$ cat src/rtl/catch_round_ctrl_if.sv
// Player handshake and game-side signals for the catch round controller.
// master: the controller; slave: the players plus the game datapath.
interface catch_round_ctrl_if;
    logic       p1_valid;
    logic [1:0] p1_dir;
    logic       p1_ready;
    logic       p2_valid;
    logic [1:0] p2_dir;
    logic       p2_ready;
    logic [3:0] yon;
    logic       step;
    logic       game_rst;
    logic       durum;

    modport master (
        input  p1_valid, p1_dir, p2_valid, p2_dir, durum,
        output p1_ready, p2_ready, yon, step, game_rst
    );

    modport slave (
        output p1_valid, p1_dir, p2_valid, p2_dir, durum,
        input  p1_ready, p2_ready, yon, step, game_rst
    );
endinterface

$ cat src/rtl/catch_round_ctrl.sv
// Turn/round scheduler for the 4x4 two-player catch game: collects one direction per
// player per turn, steps the game, scores each round and declares the match winner.
module catch_round_ctrl #(
    parameter int unsigned TURN_TIMEOUT = 15,
    parameter int unsigned MAX_MOVES    = 12,
    parameter int unsigned N_ROUNDS     = 5
) (
    input  logic               clk_i,
    input  logic               rst_ni,
    input  logic               start_i,
    catch_round_ctrl_if.master bus,
    output logic               round_active_o,
    output logic [3:0]         score1_o,
    output logic [3:0]         score2_o,
    output logic [3:0]         round_no_o,
    output logic               done_o,
    output logic [1:0]         winner_o
);
    typedef enum logic [2:0] {
        StIdle, StCollect, StIssue, StCheck, StRoundEnd, StDone
    } state_e;

    state_e     state_q, state_d;
    logic [1:0] m1_q, m1_d, m2_q, m2_d;
    logic [1:0] last1_q, last1_d, last2_q, last2_d;
    logic       got1_q, got1_d, got2_q, got2_d;
    logic [7:0] tmo_q, tmo_d, moves_q, moves_d;
    logic [3:0] yon_q, yon_d;
    logic [3:0] score1_q, score1_d, score2_q, score2_d, round_q, round_d;
    logic       done_q, done_d, game_rst_q, game_rst_d;
    logic [1:0] winner_q, winner_d;

    logic       hs1, hs2, timeout, both_in, last_round;
    logic [1:0] m1_sel, m2_sel;
    logic [3:0] round_inc;

    assign bus.p1_ready = (state_q == StCollect) && !got1_q;
    assign bus.p2_ready = (state_q == StCollect) && !got2_q;
    assign bus.yon      = yon_q;
    assign bus.step     = (state_q == StIssue);
    assign bus.game_rst = game_rst_q;

    assign round_active_o = (state_q == StCollect) || (state_q == StIssue) ||
                            (state_q == StCheck);
    assign score1_o   = score1_q;
    assign score2_o   = score2_q;
    assign round_no_o = round_q;
    assign done_o     = done_q;
    assign winner_o   = winner_q;

    assign hs1        = bus.p1_valid && bus.p1_ready;
    assign hs2        = bus.p2_valid && bus.p2_ready;
    assign timeout    = (tmo_q == 8'(TURN_TIMEOUT - 1));
    assign both_in    = (got1_q || hs1) && (got2_q || hs2);
    assign round_inc  = round_q + 4'd1;
    assign last_round = (round_inc == 4'(N_ROUNDS));

    // A handshake landing on the timeout edge beats the last-direction fallback.
    assign m1_sel = got1_q ? m1_q : (hs1 ? bus.p1_dir : last1_q);
    assign m2_sel = got2_q ? m2_q : (hs2 ? bus.p2_dir : last2_q);

    always_comb begin
        state_d    = state_q;
        m1_d       = m1_q;
        m2_d       = m2_q;
        last1_d    = last1_q;
        last2_d    = last2_q;
        got1_d     = got1_q;
        got2_d     = got2_q;
        tmo_d      = tmo_q;
        moves_d    = moves_q;
        yon_d      = yon_q;
        score1_d   = score1_q;
        score2_d   = score2_q;
        round_d    = round_q;
        done_d     = done_q;
        winner_d   = winner_q;
        game_rst_d = 1'b0;

        unique case (state_q)
            StIdle, StDone: begin
                if (start_i) begin
                    score1_d   = '0;
                    score2_d   = '0;
                    round_d    = '0;
                    done_d     = 1'b0;
                    winner_d   = '0;
                    got1_d     = 1'b0;
                    got2_d     = 1'b0;
                    tmo_d      = '0;
                    moves_d    = '0;
                    game_rst_d = 1'b1;
                    state_d    = StCollect;
                end
            end
            StCollect: begin
                tmo_d = tmo_q + 8'd1;
                if (hs1) begin
                    got1_d = 1'b1;
                    m1_d   = bus.p1_dir;
                end
                if (hs2) begin
                    got2_d = 1'b1;
                    m2_d   = bus.p2_dir;
                end
                if (both_in || timeout) begin
                    m1_d    = m1_sel;
                    m2_d    = m2_sel;
                    yon_d   = {m1_sel, m2_sel};
                    state_d = StIssue;
                end
            end
            StIssue: begin
                last1_d = m1_q;
                last2_d = m2_q;
                moves_d = moves_q + 8'd1;
                state_d = StCheck;
            end
            StCheck: begin
                if (bus.durum) begin
                    score2_d = (score2_q == 4'hF) ? score2_q : score2_q + 4'd1;
                    state_d  = StRoundEnd;
                end else if (moves_q == 8'(MAX_MOVES)) begin
                    score1_d = (score1_q == 4'hF) ? score1_q : score1_q + 4'd1;
                    state_d  = StRoundEnd;
                end else begin
                    got1_d  = 1'b0;
                    got2_d  = 1'b0;
                    tmo_d   = '0;
                    state_d = StCollect;
                end
            end
            StRoundEnd: begin
                round_d = round_inc;
                moves_d = '0;
                if (last_round) begin
                    done_d   = 1'b1;
                    winner_d = (score1_q > score2_q) ? 2'b01 :
                               (score2_q > score1_q) ? 2'b10 : 2'b11;
                    state_d  = StDone;
                end else begin
                    got1_d     = 1'b0;
                    got2_d     = 1'b0;
                    tmo_d      = '0;
                    game_rst_d = 1'b1;
                    state_d    = StCollect;
                end
            end
            default: state_d = StIdle;
        endcase
    end

    always_ff @(posedge clk_i or negedge rst_ni) begin
        if (!rst_ni) begin
            state_q    <= StIdle;
            m1_q       <= '0;
            m2_q       <= '0;
            last1_q    <= '0;
            last2_q    <= '0;
            got1_q     <= 1'b0;
            got2_q     <= 1'b0;
            tmo_q      <= '0;
            moves_q    <= '0;
            yon_q      <= '0;
            score1_q   <= '0;
            score2_q   <= '0;
            round_q    <= '0;
            done_q     <= 1'b0;
            winner_q   <= '0;
            game_rst_q <= 1'b0;
        end else begin
            state_q    <= state_d;
            m1_q       <= m1_d;
            m2_q       <= m2_d;
            last1_q    <= last1_d;
            last2_q    <= last2_d;
            got1_q     <= got1_d;
            got2_q     <= got2_d;
            tmo_q      <= tmo_d;
            moves_q    <= moves_d;
            yon_q      <= yon_d;
            score1_q   <= score1_d;
            score2_q   <= score2_d;
            round_q    <= round_d;
            done_q     <= done_d;
            winner_q   <= winner_d;
            game_rst_q <= game_rst_d;
        end
    end
endmodule
$ cat src/flat_wrapper.sv
// flat-port wrapper written by rule: the top's interface ports become plain ports
module catch_round_ctrl_flat 
#(
    parameter int unsigned TURN_TIMEOUT = 15,
    parameter int unsigned MAX_MOVES    = 12,
    parameter int unsigned N_ROUNDS     = 5
)
  (clk_i, rst_ni, start_i, round_active_o, score1_o, score2_o, round_no_o, done_o, winner_o, bus_p1_valid, bus_p1_dir, bus_p2_valid, bus_p2_dir, bus_durum, bus_p1_ready, bus_p2_ready, bus_yon, bus_step, bus_game_rst);
  catch_round_ctrl_if bus_i ();
  input  logic clk_i;
  input  logic rst_ni;
  input  logic start_i;
  output logic round_active_o;
  output logic [3:0] score1_o;
  output logic [3:0] score2_o;
  output logic [3:0] round_no_o;
  output logic done_o;
  output logic [1:0] winner_o;
  input wire logic [$bits(bus_i.p1_valid)-1:0] bus_p1_valid;
  input wire logic [$bits(bus_i.p1_dir)-1:0] bus_p1_dir;
  input wire logic [$bits(bus_i.p2_valid)-1:0] bus_p2_valid;
  input wire logic [$bits(bus_i.p2_dir)-1:0] bus_p2_dir;
  input wire logic [$bits(bus_i.durum)-1:0] bus_durum;
  output wire logic [$bits(bus_i.p1_ready)-1:0] bus_p1_ready;
  output wire logic [$bits(bus_i.p2_ready)-1:0] bus_p2_ready;
  output wire logic [$bits(bus_i.yon)-1:0] bus_yon;
  output wire logic [$bits(bus_i.step)-1:0] bus_step;
  output wire logic [$bits(bus_i.game_rst)-1:0] bus_game_rst;
  assign bus_i.p1_valid = bus_p1_valid;
  assign bus_i.p1_dir = bus_p1_dir;
  assign bus_i.p2_valid = bus_p2_valid;
  assign bus_i.p2_dir = bus_p2_dir;
  assign bus_i.durum = bus_durum;
  assign bus_p1_ready = bus_i.p1_ready;
  assign bus_p2_ready = bus_i.p2_ready;
  assign bus_yon = bus_i.yon;
  assign bus_step = bus_i.step;
  assign bus_game_rst = bus_i.game_rst;
  catch_round_ctrl #(.TURN_TIMEOUT(TURN_TIMEOUT), .MAX_MOVES(MAX_MOVES), .N_ROUNDS(N_ROUNDS)) u_core (.clk_i(clk_i), .rst_ni(rst_ni), .start_i(start_i), .bus(bus_i), .round_active_o(round_active_o), .score1_o(score1_o), .score2_o(score2_o), .round_no_o(round_no_o), .done_o(done_o), .winner_o(winner_o));
endmodule
$ cat config.mk
export PLATFORM = sky130hd
export DESIGN_NAME = catch_round_ctrl_flat
export DESIGN_NICKNAME = d
export VERILOG_FILES = /design/src/rtl/catch_round_ctrl_if.sv /design/src/rtl/catch_round_ctrl.sv /design/src/flat_wrapper.sv
export SDC_FILE = /design/constraint.sdc
export NUM_CORES = 1
export LEC_CHECK = 0
export BUFFER_PORTS_ARGS = -buffer_cell sky130_fd_sc_hd__buf_2
export CORE_MARGIN = 10
export CORE_UTILIZATION = 35
export CTS_BUF_LIST = sky130_fd_sc_hd__clkbuf_4
export CTS_CLUSTER_DIAMETER = 30
export CTS_CLUSTER_SIZE = 30
export DETAILED_ROUTE_END_ITERATION = 8
export GPL_TIMING_DRIVEN = 0
export PLACE_DENSITY = 0.54
export SLEW_MARGIN = 10
export SYNTH_ARGS = -nofsm -noshare
export SYNTH_HDL_FRONTEND = slang
export SYNTH_SLANG_ARGS = --single-unit
$ cat constraint.sdc
create_clock -name clk_i -period 1.76 [get_ports clk_i]
set_input_delay 0.352 -clock clk_i [delete_from_list [all_inputs] [get_ports clk_i]]
set_output_delay 0.352 -clock clk_i [all_outputs]
set_load 0.01 [all_outputs]
After elaboration in Yosys (flattened, before gate mapping). Cells that the tools add are included.

Bits in registers: 49. Latch bits: 0. Memory bits (writable): 0. ROM bits: 0. Input port bits: 10. Output and inout bits: 24. Logic and storage cells: 124. Memories kept: 0.

Add/sub/neg operators: 5. Multipliers: 0. Divide/modulo/power cells: 0. Magnitude comparators: 2. Eq/ne operators: 22. Shift-type cells: 0. Multiplexer cells: 47. Bitwise logic cells: 0. Reduce and logical (&&, ||, !) cells: 32.

Operator list (count): 8-bit two-way mux (4); 8-bit one-hot mux with 4 select lines (1); 4-bit two-way mux (6); 4-bit one-hot mux with 2 select lines (3); 8-bit one-hot mux with 3 select lines (1); 2-bit two-way mux (11); 2-bit inequality test, second input constant (9); 8-bit by 1-bit adder with 8-bit output, second input constant (2); 8-bit by 4-bit equality test with 1-bit output, second input constant (2); 3-bit two-way mux (5); 3-bit one-hot mux with 5 select lines (1); 4-bit by 1-bit adder with 4-bit output, second input constant (3); 2-bit AND reduction (6); 6-bit AND reduction (2); 1-bit two-way mux (10); 5-bit AND reduction (2); 4-bit equality test, second input constant (2); 4-bit greater-than comparator (2); 1-bit one-hot mux with 4 select lines (2); 2-bit nonzero test (4); 3-bit by 2-bit equality test with 1-bit output, second input constant (2); 3-bit equality test, second input constant (2); 2-bit by 1-bit inequality test with 1-bit output, second input constant (3); 1-bit logical AND (5); 12 further kinds (18).

Logic depth before layout (Yosys ltp). Gate-level depths: netlist of run 1.

Depth in word-level cells: 8. Mapped depth: 7. Gate-level depth less buffers: 7.

Least setup slack after synthesis of run 1. Ideal clock, no wire load.

Path type: register to register. Start point: reg u_core.tmo_q[4]. End point: reg u_core.m2_q[0]. Arrival time: 1643 ps. Required time: 1634 ps. Setup slack: -9 ps. Cell stages (with the launch flop): 5. Buffers on the path: 0. Cells stage by stage: dfrtp_1 -> or4_1 -> o21ai_2 -> o21ai_0 -> a221o_1.

Longest elaborated chain between the ends: 4. Elaborated cells between the ends (all ways): 5. Classes of those cells: eq/ne (1); mux (1); reduce/logical (3).

RTL lines: start: declaration (line catch_round_ctrl.sv:27) `logic [7:0] tmo_q, tmo_d, moves_q, moves_d;`; start signal: assignment (line catch_round_ctrl.sv:179) `tmo_q <= tmo_d;`; 8-bit by 4-bit equality test with 1-bit output * (line catch_round_ctrl.sv:53) `assign timeout = (tmo_q == 8'(TURN_TIMEOUT - 1));`; 1-bit logical OR * (line catch_round_ctrl.sv:106) `if (both_in || timeout) begin`; 2-bit nonzero test (no line); 2-bit AND reduction (no line); end signal: assignment (line catch_round_ctrl.sv:174) `m2_q <= m2_d;`; end: declaration (line catch_round_ctrl.sv:24) `logic [1:0] m1_q, m1_d, m2_q, m2_d;`.

Every way passes the cells marked *; elsewhere a longest branch is shown, timed or not. A chain may end at the register's enable or synchronous reset.

Worst setup path in the final report of run 1.
Start point: reg u_core.state_q[1]. End point: out bus_p1_ready.

Longest elaborated chain between the ends: 2.

RTL lines: start: declaration (line catch_round_ctrl.sv:23) `state_e state_q, state_d;`; start signal: assignment (line catch_round_ctrl.sv:155) `state_q <= StIdle;`; start signal: assignment (line catch_round_ctrl.sv:172) `state_q <= state_d;`; 3-bit by 1-bit equality test with 1-bit output (line catch_round_ctrl.sv:37) `assign bus.p1_ready = (state_q == StCollect) && !got1_q;`; 1-bit logical AND (line catch_round_ctrl.sv:37); end: declaration (line flat_wrapper.sv:24) `output wire logic [$bits(bus_i.p1_ready)-1:0] bus_p1_ready;`.

Every way passes these cells.

==> results of run 1 <==
[timing repair]
item,4_1_cts,5_1_grt
hold buffers,0,1
setup endpoints to repair,40,42
resized for setup,56,72
pin swaps,16,30
setup buffers,20,27
gates cloned,1,1
hold endpoints to repair,0,23
[report_power, final]
part | internal [mW] | leakage, nW | switching, mW
logic | 1.70 | 1.14 | 1.55
clock network | 0.146 | 0.0300 | 0.359
registers | 1.42 | 0.644 | 0.229
[cell type report]
class	count	area (sq um)
fill	687	3770
inverter	16	60.1
clock buffer	5	37.5
buffer	10	116
clock inverter	3	12.5
timing repair buffer	81	644
tap	102	128
sequential	49	1230
multi-input combinational	209	1650
[synthesized netlist by cell type (6+ instances only)]
| cell | instances | area, sq um |
|---|---|---|
| nor3_1 | 7 | 35.0 |
| inv_1 | 16 | 60.1 |
| nand4_1 | 6 | 37.5 |
| dfrtp_1 | 49 | 1230 |
| o21ai_0 | 30 | 150 |
| nand3_1 | 9 | 45.0 |
| xor2_1 | 6 | 52.6 |
| nor2b_1 | 6 | 37.5 |
| ha_1 | 12 | 150 |
| mux2i_1 | 6 | 60.1 |
| nand2_1 | 32 | 120 |
| and3_1 | 8 | 50.1 |
| nor2_1 | 19 | 71.3 |
[registers in the layout, summed over array words and instances (netlist names), 2 cells and up]
| register | count |
|---|---|
| u_core.state_q | 3 |
| u_core.bus.yon | 4 |
| u_core.round_no_o | 4 |
| u_core.m2_q | 2 |
| u_core.moves_q | 8 |
| u_core.last1_q | 2 |
| u_core.m1_q | 2 |
| u_core.tmo_q | 8 |
| u_core.last2_q | 2 |
| u_core.score2_o | 4 |
| u_core.winner_o | 2 |
| u_core.score1_o | 4 |
[worst max-delay path by stage]
| stage | slack [ns] | depth (start not counted) | start | end |
|---|---|---|---|---|
| after detailed placement | -0.30 | 6 | u_core.state_q[2]$_DFFE_PN0P_ | u_core.m2_q[1]$_DFFE_PN0P_ |
| after global placement | -0.31 | 5 | u_core.state_q[1]$_DFFE_PN0P_ | bus_step |
| after floorplan | 0.008 | 4 | u_core.tmo_q[4]$_DFFE_PN0P_ | u_core.m2_q[0]$_DFFE_PN0P_ |
| after CTS | -0.26 | 5 | u_core.state_q[2]$_DFFE_PN0P_ | bus_p1_ready |
| final | -0.25 | 5 | u_core.state_q[1]$_DFFE_PN0P_ | bus_p1_ready |
| after global routing | -0.32 | 5 | u_core.state_q[1]$_DFFE_PN0P_ | bus_p1_ready |
[stage by stage]
stage                     power, mW  hold WS (ns)  setup WS (ns)   util  instance area, sq um
final                          5.40         0.237         -0.251  0.508                  3880
after floorplan                3.02        0.0564        0.00778      -                  2730
after detailed placement       3.59         0.460         -0.299  0.395                  3020
after global placement         3.57         0.457         -0.309  0.395                  3020
after global routing           5.82         0.209         -0.317  0.508                  3880
after CTS                      4.76         0.213         -0.259  0.447                  3420
[critical path: cells and delay by family (launching register included)]
kind                   cells  cell delay, ns
buffers and inverters      3            0.42
DFF                        1            0.41
and+or+nand+nor            2            0.48
[layer usage]
metal	GRT usage	wire length, um	vias up
li1	-	-	1196
met1	0.152	3210	1134
met2	0.175	3130	45
met3	0.0345	385	8
met4	0.0286	61	0
met5	0	0	-
[kinds of logic after synthesis]
family          Yosys count
simple gates            111
mux                      10
xor+xnor                  8
compound gates           68
fa+ha+maj                12
buf+inv                  27
flops                    49
==> metrics, run 1 <==
gr usage total=0.113; Setup CP Type=register to primary output; vias per cell=5.02; Distinct cells, synth=52; via count=2383; R2R depth=8; Crit Reg-Reg Endpoint=u_core.m1_q[1]$_DFFE_PN0P_; Worst Hold Path EP=u_core.m1_q[0]$_DFFE_PN0P_; crit-path max FO=8; Max Clk Rate=497 MHz; Ports=34; placed instance count=420; pwr dens=1390 nW/um^2; critical-path cell list=buf_6, or3_4, clkbuf_16, nor2_4, buf_6; final WL=6790 um; post-synthesis compound-gate area fraction=0.161; IO Port Bufs=33; Antenna diodes=0; clk root buf=clkbuf_4; Routed Antenna Nets=0; die area=11700 sq um; Slew HR=0.616; reg2reg setup slack=-0.12 ns; initial antenna violation count=0; DR pass1 iterations=4; asr flop ratio synth=1.00; period utilisation layout=1.14; Max rail drop VDD=0.709 mV; WL per Instance=14.3 um; Vert. Die Dim=108 um; CP peak stage delay=0.41 ns; hold path depth=2; most common cell after layout, fill and taps aside=dfrtp_1; H-tree depth=2; total clock buffers created by CTS=5; CTS tree=built; mux contribution to synthesized area=0.0386; hold_sp=bus_p1_dir[0]; P_leak=1.82 nW; initial DRC count=72; unrepaired setup endpoints after global routing=true; DRC=0; setup TNS=-1.57 ns; hpwl dp=4390 um; Syn Inst Count=285; Worst path most repeated cell=buf_6; mean post-synth cell area=9.54 sq um; Final Skew=0.0109 ns; data arrival time of the worst path=1.66 ns; Setup crit end kind=primary output; worst-margin pin slew=0.576 ns; final net count=394; Final Slew Violations=0; xor/xnor share of the synthesized area=0.0258; Final Hold Fails=0; combinational family with the most area after synthesis=simple AND/OR/NAND/NOR gates; Initial Utilization=0.356; EDFF count, synth=0; CP Launch Type=register; synthesized flop and latch total=49; Post-Syn Area=2720 sq um; grt ovf=0; clk buf depth=2; share of the yosys chip area belonging to registers=0.451; pin count of the biggest net entering global routing=50; row cnt=32; setup slack after layout=-0.251 ns; Synth Flop Type=dfrtp_1; final setup fails=19; RD Place Congestion=0.769; CP required=1.41 ns; first-pass GRT wire length=11100 um; most frequent cells in the layout=dfrtp_1, buf_4, buf_2, nand2_1, buf_6; final cell count without fillers=475; Clock Pin Slew Worst Setup and Hold Paths=0.14 ns; simple-gate area share of the yosys netlist=0.224; status=complete, but fails checks; Slowest-stage cell, CP=dfrtp_1; share of layout cells above drive strength 1=0.432; failing checks=negative setup slack; synth warn=0; die width=108 um; fraction of the mapped netlist area in adder cells=0.0552; clk_lat worst skew=0.37 ns; FF-to-FF Start=u_core.state_q[0]$_DFFE_PN0P_; syn_nets=307; CTS Sinks=49; core area=7650 sq um; area delta synth->final=42.7%; min-delay worst type=input pin to register; vias in the first global route=2344; Min Clock Period, post-route=2.01 ns; Max Cap Violations=0
No activity file was read; power rests on OpenSTA's default activity.
==> run 2: changes to the inputs <==
--- a/config.mk
+++ b/config.mk
@@ -6,14 +6,16 @@
 export NUM_CORES = 1
 export LEC_CHECK = 0
 export BUFFER_PORTS_ARGS = -buffer_cell sky130_fd_sc_hd__buf_2
-export CORE_MARGIN = 10
+export CELL_PAD_IN_SITES_DETAIL_PLACEMENT = 0
+export CELL_PAD_IN_SITES_GLOBAL_PLACEMENT = 1
+export CORE_MARGIN = 3
 export CORE_UTILIZATION = 35
 export CTS_BUF_LIST = sky130_fd_sc_hd__clkbuf_4
 export CTS_CLUSTER_DIAMETER = 30
 export CTS_CLUSTER_SIZE = 30
 export DETAILED_ROUTE_END_ITERATION = 8
 export GPL_TIMING_DRIVEN = 0
-export PLACE_DENSITY = 0.54
+export PLACE_DENSITY = 0.66
 export SLEW_MARGIN = 10
 export SYNTH_ARGS = -nofsm -noshare
 export SYNTH_HDL_FRONTEND = slang
==> constraint.sdc (replaced) <==
create_clock -name clk_i -period 1.76 [get_ports clk_i]
set_input_delay 0.528 -clock clk_i [delete_from_list [all_inputs] [get_ports clk_i]]
set_output_delay 0.528 -clock clk_i [all_outputs]
set_load 0.01 [all_outputs]
==> metrics, run 2 (same netlist as run 1, synthesis figures left out) <==
status=complete, but fails checks; failing checks=negative setup slack; CTS Sinks=49 (unchanged); pwr dens=1410 nW/um^2 (+1.0%); Core Util, Final=0.502 (-0.00575); period utilisation layout=1.23 (+0.0836); Ports=34 (unchanged); Max Cap Violations=0 (unchanged); Final Skew=0.0181 ns (+0.00720 ns); RD Place Congestion=0.739 (-4.0%); final WL=6420 um (-5.4%); register area=1230 sq um (-0.51%); core area=7410 sq um (-3.1%); top flop regs=u_core.moves_q (8), u_core.tmo_q (8); vias in the first global route=2229 (-4.9%); hpwl dp=4200 um (-4.3%); row cnt=31 (-3.1%); Setup CP Type=register to primary output; clk root buf=clkbuf_4; Clock Pin Slew Worst Setup and Hold Paths=0.16 ns (+0.02 ns); via count=2326 (-2.4%); Setup crit end kind=primary output; area of the multi-input gates=1620 sq um (-1.5%); initial antenna violation count=0 (unchanged); pin count of the biggest net entering global routing=50 (unchanged); Fillers=724 (+5.4%); Slew HR=0.576 (-0.0398); clk_lat worst skew=0.38 ns (about the same); Min Clock Period, post-route=2.16 ns (+0.147 ns); grt ovf=0 (unchanged); H-tree depth=2 (unchanged); Vert. Die Dim=94.2 um (-13%); WL per Instance=14.0 um (-2.3%); DR pass1 iterations=5 (+1); data arrival time of the worst path=1.63 ns (-0.03 ns); P_leak=1.77 nW (-2.5%); gr usage total=0.151 (+0.0377); final setup fails=28 (+9); Final Hold Fails=0 (unchanged); total clock buffers created by CTS=5 (unchanged); Max Clk Rate=463 MHz (-6.8%); most frequent cells in the layout=dfrtp_1, buf_2, buf_4, nand2_1, buf_6; area delta synth->final=36.7%; CTS Hold Bufs=0 (unchanged); initial DRC count=96 (+33%); share of layout cells above drive strength 1=0.391 (-0.0411); die area=8870 sq um (-24%); reg2reg setup slack=-0.27 ns (-0.15 ns); capture point of the worst path=bus_p1_ready; FF-to-FF Start=u_core.state_q[2]$_DFFE_PN0P_; Routed Antenna Nets=0 (unchanged); Crit Reg-Reg Endpoint=u_core.m2_q[0]$_DFFE_PN0P_; die width=94.2 um (-13%); total power=5.23 mW (-3.3%); Max rail drop VDD=0.895 mV (+26%); IO Port Bufs=33 (unchanged); Antenna diodes=0 (unchanged); Critical Path Source=u_core.state_q[1]$_DFFE_PN0P_; setup slack after layout=-0.398 ns (-0.147 ns); unrepaired setup endpoints after global routing=true; Final Slew Violations=0 (unchanged); Initial Utilization=0.367 (+0.0115); post-layout instance area=3720 sq um (-4.2%); min-delay worst type=input pin to asynchronous set/reset pin; CP required=1.23 ns (-0.18 ns); CP Launch Type=register; final net count=382 (-3.0%); crit-path max FO=6 (-2); CTS tree=built; DRC=0 (unchanged); DP Area=3040 sq um (+0.70%); first-pass GRT wire length=10700 um (-3.3%); vias per cell=5.06 (+0.79%); R2R depth=8 (unchanged); worst-margin pin slew=0.635 ns (+0.0598 ns); clk buf depth=2 (unchanged); most common cell after layout, fill and taps aside=dfrtp_1
## run 2: cell count changes in the layout (fill, tap and decap cells not counted), sizes merged
cell | previous run | this run
buf | 87 | 78
bufinv | 0 | 1
clkbuf | 8 | 6
clkinv | 3 | 1
clkinvlp | 0 | 1
dlygate4sd3 | 1 | 0
## run 2: metal layers
layer,wire length (um),up-vias,track usage
met3,233,8,0.0288
met5,0,-,0
met4,68,0,0.0349
met2,3020,38,0.250
met1,3100,1115,0.204
li1,-,1165,-
## run 2: repair_timing
action / 4_1_cts / 5_1_grt
cloned: 1 / 0
buffers inserted: 17 / 23
resized for setup: 71 / 29
setup endpoints to repair: 37 / 46
pin swaps: 16 / 13
## run 2: cell type report
| cell class | count | area share |
|---|---|---|
| multi-input cells | 209 | 0.437 |
| inverters | 16 | 0.0168 |
| plain buffers | 8 | 0.0232 |
| clock inverters | 3 | 0.0125 |
| repair buffers | 71 | 0.137 |
| flip-flops and latches | 49 | 0.330 |
| clock buffers | 5 | 0.0101 |
| well taps | 99 | 0.0333 |
## run 2: worst min-delay path by stage
stage	cells past startpoint	slack, ns	endpoint
after CTS	2	0.37	u_core.m2_q[1]$_DFFE_PN0P_
after floorplan	0	0.23	u_core.bus.game_rst$_DFF_PN0_
after detailed placement	1	0.46	u_core.bus.yon[3]$_DFFE_PN0P_
after global routing	1	0.19	u_core.bus.game_rst$_DFF_PN0_
final	1	0.14	u_core.bus.game_rst$_DFF_PN0_
after global placement	1	0.46	u_core.bus.yon[2]$_DFFE_PN0P_
## run 2: per-stage QoR
step	setup TNS (ns)	instances	hold WS (ns)	setup WS [ns]
global route	-7.28	460	0.186	-0.469
global placement	-7.46	417	0.458	-0.435
CTS	-8.02	443	0.375	-0.441
detailed placement	-7.51	417	0.461	-0.438
floorplan	0	285	0.232	0.00513
finish	-5.45	460	0.143	-0.398
## run 2: worst max-delay path: stages, from the launching register on
cell and delay (ns):
dfrtp_1 0.40, buf_6 0.13, or3_4 0.38, clkbuf_16 0.17, nor2_4 0.07, buf_6 0.10
## run 2: report_power, final
| group | total (mW) | switching, mW | internal, mW | leakage (nW) |
|---|---|---|---|---|
| Clock | 0.690 | 0.388 | 0.301 | 0.0414 |
| Combinational | 2.88 | 1.42 | 1.46 | 1.08 |
| Sequential | 1.66 | 0.247 | 1.42 | 0.652 |
